**src/rtl/lfsr_arbiter.sv**
```systemverilog
// lfsr_arbiter
//
// Shares one 16-bit XNOR LFSR between NUM_REQ requesters. A round-robin
// arbiter picks a requester, the LFSR is advanced STEPS times, and the
// resulting word is offered on a valid/ready handshake.
//
// Ports
//   clk         rising-edge clock
//   reset_n     asynchronous active-low reset
//   req         level-sensitive request lines, one per requester
//   gnt         registered one-hot grant
//   rnd_data    current LFSR register (meaningful while rnd_valid is high)
//   rnd_valid   word available for the granted requester
//   rnd_ready   granted requester accepts the word
//   seed_load   load seed_value into the LFSR (only acted on in IDLE)
//   seed_value  new seed; 16'hFFFF is replaced by 16'h0000
//   busy        high whenever the FSM is not in IDLE
//   fsm_state   debug view of the FSM state (IDLE=0, SHIFT=1, PRESENT=2)
//
// Handshake: a word transfers on the rising edge where rnd_valid and
// rnd_ready are both high. rnd_valid stays high and rnd_data stays stable
// until that edge, unless the granted requester drops its req first, in
// which case the transaction is abandoned and no word is delivered.

module lfsr_arbiter #(
    parameter int          NUM_REQ = 4,
    parameter int          STEPS   = 16,
    parameter logic [15:0] SEED    = 16'h0000
) (
    input  logic               clk,
    input  logic               reset_n,
    input  logic [NUM_REQ-1:0] req,
    output logic [NUM_REQ-1:0] gnt,
    output logic [15:0]        rnd_data,
    output logic               rnd_valid,
    input  logic               rnd_ready,
    input  logic               seed_load,
    input  logic [15:0]        seed_value,
    output logic               busy,
    output logic [1:0]         fsm_state
);

    localparam int IDXW = $clog2(NUM_REQ);

    typedef enum logic [1:0] {
        IDLE    = 2'd0,
        SHIFT   = 2'd1,
        PRESENT = 2'd2
    } state_t;

    state_t             state, state_nx;
    logic [15:0]        lfsr, lfsr_nx;
    logic [7:0]         cnt, cnt_nx;
    logic [NUM_REQ-1:0] gnt_nx;
    logic [IDXW-1:0]    cur_idx, cur_idx_nx;
    logic [IDXW-1:0]    last_idx, last_idx_nx;

    logic               found;
    logic [IDXW-1:0]    pick;
    logic [IDXW-1:0]    cand;
    logic [15:0]        lfsr_step;

    assign lfsr_step = {lfsr[14:0], ~(lfsr[15] ^ lfsr[13] ^ lfsr[12] ^ lfsr[10])};

    // Round-robin search: first set req bit starting just above last grant.
    always_comb begin
        found = 1'b0;
        pick  = '0;
        cand  = '0;
        for (int i = 1; i <= NUM_REQ; i++) begin
            cand = IDXW'((int'(last_idx) + i) % NUM_REQ);
            if (!found && req[cand]) begin
                found = 1'b1;
                pick  = cand;
            end
        end
    end

    always_comb begin
        state_nx    = state;
        lfsr_nx     = lfsr;
        cnt_nx      = cnt;
        gnt_nx      = gnt;
        cur_idx_nx  = cur_idx;
        last_idx_nx = last_idx;
        unique case (state)
            IDLE: begin
                if (seed_load) begin
                    // All-ones is the XNOR lock-up value; substitute zero.
                    lfsr_nx = (seed_value == 16'hFFFF) ? 16'h0000 : seed_value;
                end else if (found) begin
                    gnt_nx       = '0;
                    gnt_nx[pick] = 1'b1;
                    cur_idx_nx   = pick;
                    cnt_nx       = 8'(STEPS);
                    state_nx     = SHIFT;
                end
            end
            SHIFT: begin
                if (!req[cur_idx]) begin
                    // Abort: keep the partially advanced LFSR value.
                    gnt_nx      = '0;
                    last_idx_nx = cur_idx;
                    state_nx    = IDLE;
                end else begin
                    lfsr_nx = lfsr_step;
                    cnt_nx  = cnt - 8'd1;
                    if (cnt == 8'd1) begin
                        state_nx = PRESENT;
                    end
                end
            end
            PRESENT: begin
                // Abort and completed handshake leave the same state behind;
                // the difference is only whether the requester took the word.
                if (!req[cur_idx] || rnd_ready) begin
                    gnt_nx      = '0;
                    last_idx_nx = cur_idx;
                    state_nx    = IDLE;
                end
            end
            default: begin
                gnt_nx   = '0;
                state_nx = IDLE;
            end
        endcase
    end

    always_ff @(posedge clk or negedge reset_n) begin
        if (!reset_n) begin
            state    <= IDLE;
            lfsr     <= SEED;
            cnt      <= 8'd0;
            gnt      <= '0;
            cur_idx  <= '0;
            last_idx <= IDXW'(NUM_REQ - 1);
        end else begin
            state    <= state_nx;
            lfsr     <= lfsr_nx;
            cnt      <= cnt_nx;
            gnt      <= gnt_nx;
            cur_idx  <= cur_idx_nx;
            last_idx <= last_idx_nx;
        end
    end

    assign rnd_data  = lfsr;
    assign rnd_valid = (state == PRESENT);
    assign busy      = (state != IDLE);
    assign fsm_state = state;

endmodule

```
**config.mk**
```make
export PLATFORM = sky130hd
export DESIGN_NAME = lfsr_arbiter
export DESIGN_NICKNAME = d
export VERILOG_FILES = /design/src/rtl/lfsr_arbiter.sv
export SDC_FILE = /design/constraint.sdc
export NUM_CORES = 1
export LEC_CHECK = 0
export ABC_AREA = 1
export CAP_MARGIN = 5
export CORE_ASPECT_RATIO = 1.2
export CORE_MARGIN = 3
export CORE_UTILIZATION = 57
export CTS_BUF_LIST = sky130_fd_sc_hd__clkbuf_2 sky130_fd_sc_hd__clkbuf_4 sky130_fd_sc_hd__clkbuf_8
export DETAILED_ROUTE_END_ITERATION = 8
export GPL_TIMING_DRIVEN = 0
export PLACE_DENSITY_LB_ADDON = 0.25
export SETUP_SLACK_MARGIN = 0.2
export SLEW_MARGIN = 20
export SYNTH_ARGS = -nofsm -noshare
export SYNTH_HDL_FRONTEND = slang
export SYNTH_SLANG_ARGS = --single-unit
```
**constraint.sdc**
```tcl
create_clock -name clk -period 3.1 [get_ports clk]
set_clock_uncertainty 0.05 [all_clocks]
set_input_delay 0.775 -clock clk [delete_from_list [all_inputs] [get_ports clk]]
set_output_delay 0.775 -clock clk [all_outputs]
set_load 0.02 [all_outputs]
```
==> metrics <==
final hold vios=0; die width=63.16 um; Synth area leaders=dfrtp_1, nand2_1, nor2_1, o21ai_0, inv_1; clock sink count=34; # placed instances=426; r2r endpoint=cnt[3]$_DFFE_PN0P_; Most Used Layer, Global Route=met2; Post-layout nets=407; setup violators final=0; flop-to-flop setup slack=1330 ps; CTS tree=built; Synth Area in Simple Gates=37.79%; non-filler cells, final=434; Slew @ Worst Pin=510.7 ps; DR vias=2265; Post-DRT Antenna Nets=0; total congestion overflow=0; row count=24; yosys warns=0; die area=4711 um2; maximum clock rate=392.3 MHz; Die Ht=74.59 um; Routed wire per std cell=12.77 um; max incr delay on CP=560 ps; Synth Area in XOR/XNOR=3.135%; Via density=5.219; RSZ-0062 raised after global routing=false; area grow syn2layout=28.89%; largest net degree at the start of global routing=27; commonest non-fill, non-tap cells in the layout=nand2_1, clkdlybuf4s50_1, nor2_1; Final HPWL DP=4.150 mm; post-synthesis mux area share=0%; cts hold-fix bufs=0; routing usage on met2=46.31%; Routed WL=5.541 mm; PwrDens=1116 nW/um2; Crit path required time=2270 ps; DRT iter0 DRCs=120; Slew headroom=65.95%; crit-path cells=nor2_1 -> inv_1 -> clkdlybuf4s50_1; fraction of layout cells with a size suffix above 1=10.73%; setup TNS=0 ps; combinational family with the most area after synthesis=simple AND/OR/NAND/NOR gates; Crit Path Category=flip-flop to output port; Critical Path Source Type=flip-flop; root buf cell=clkbuf_8; commonest non-fill, non-tap cell in the layout=nand2_1; GR met3 Demand/Resource=4.834%; DR pass1 iterations=4; Min Clock Period, post-route=2549 ps; initial antenna violation count=0; Total GRT Usage=24.90%; Crit-path slowest cell=clkdlybuf4s50_1; crit path max fanout=5; average size of a mapped cell=6.855 um2; crit path DAT=1720 ps; crit-path leading delay family=buffers and inverters; Crit Reg-Reg Startpoint=last_idx[0]$_DFFE_PN1P_; Worst-path clk slew=80 ps; H-tree depth=2; worst vdd ir=629.4 uV; core box area=3694 um2; Post-CTS Repair Setup Buffers=0; DR DRC count=0; Ports=48; clock tree buffer depth=2; R2R cell count=9; Mapped Area=2235 um2; Synth Area in Compound Gates=11.37%; global-route wire length before repair=9.197 mm; synthesized instance count=326; vias in the first global route=2114; Netlist cell types=29; post-synthesis adder-cell area fraction=1.120%; Synth Flop Type=dfrtp_1; worst min path class=primary input to async pin; area share of the largest cell type after synthesis=35.83%; Buf/Inv on CP=2; area leader, netlist=dfrtp_1; fin crit share=82.23%; count of maximum capacitance violations=0; GP Congestion=0.8857; met1 GRT Util=28.45%; number of synthesized flops with an enable pin=0; Clock Latency Late Sink=290 ps; Antenna diodes=0; run status=complete, no violations; Port Buffers=47; Initial Util=60.50%; PostCTS Resize Cnt=0; Max Slew Vio Count=0; fill count=286; Seq cells post-synth=34; register area share after synthesis=38.19%; WHS=285.2 ps; Post-Synthesis Net Count=352; CP endpoint kind=output port; ys async rst share=100.0%; total CTS buffers=5; Leak Pwr=0.001423 uW
## layer usage
metal | up-vias | wire [um]
li1 | 1137 | -
met1 | 1045 | 2357
met2 | 74 | 2839
met3 | 9 | 262
met4 | 0 | 81
met5 | - | 0
## logic make-up after synthesis
logic type	Yosys count
AND/OR/NAND/NOR	190
adder cells (fa/ha/maj)	2
XOR/XNOR	8
AO/OA/AOI/OAI	48
buffers and inverters	44
flip-flops	34
## synth_stat cells, types with 2 or more instances
master,n
nand2_1,105
nor2_1,42
dfrtp_1,32
inv_1,30
o21ai_0,26
o21ai_1,17
nand3_1,16
nand2_2,8
xor2_1,6
inv_2,5
nand4_1,5
clkbuf_1,4
nor3_1,4
buf_2,3
nand2_4,3
o21ai_2,3
dfstp_2,2
ha_1,2
or2_2,2
xnor2_1,2
## stage by stage
stage,worst slack (ps),area (um2),power (uW),util [%]
floorplan,1281,2235,2204,-
global placement,449.1,2770,2773,75.00
finish,550.8,2880,3215,77.98
CTS,570.5,2880,3210,77.98
global route,495.4,2880,3482,77.98
detailed placement,501.5,2785,2842,75.41
## power by group
part           internal, uW  switching, uW
sequential              659            189
clock                   179            177
combinational           783           1230
## worst max path at each step
stage | startpoint | end | slack [ps] | cells after the start
finish | fsm_state[0]$_DFFE_PN0P_ | busy | 550 | 3
global route | fsm_state[0]$_DFFE_PN0P_ | busy | 500 | 3
CTS | fsm_state[0]$_DFFE_PN0P_ | busy | 570 | 3
floorplan | seed_value[0] | rnd_data[14]$_DFFE_PN0P_ | 1280 | 8
global placement | reset_n | rnd_data[14]$_DFFE_PN0P_ | 450 | 1
detailed placement | req[2] | gnt[0]$_DFFE_PN0P_ | 500 | 9
## area by class of cell
cell class                      instances  area, um2  area share, %
Tap cell                               52      65.06          2.259
Sequential cell                        34      853.3          29.63
Inverter                               35      131.4          4.561
Clock buffer                            6      82.58          2.867
Clock inverter                          2      12.51         0.4344
Multi-Input combinational cell        248       1194          41.44
Buffer                                  9      56.30          1.955
Timing Repair Buffer                   48      485.5          16.85
## state kept, by name, summed over array words and instances, names as in the netlist
| register | count |
|---|---|
| cnt | 8 |
| cur_idx | 2 |
| fsm_state | 2 |
| gnt | 4 |
| last_idx | 2 |
| rnd_data | 16 |
No activity file was read; power rests on OpenSTA's default activity.
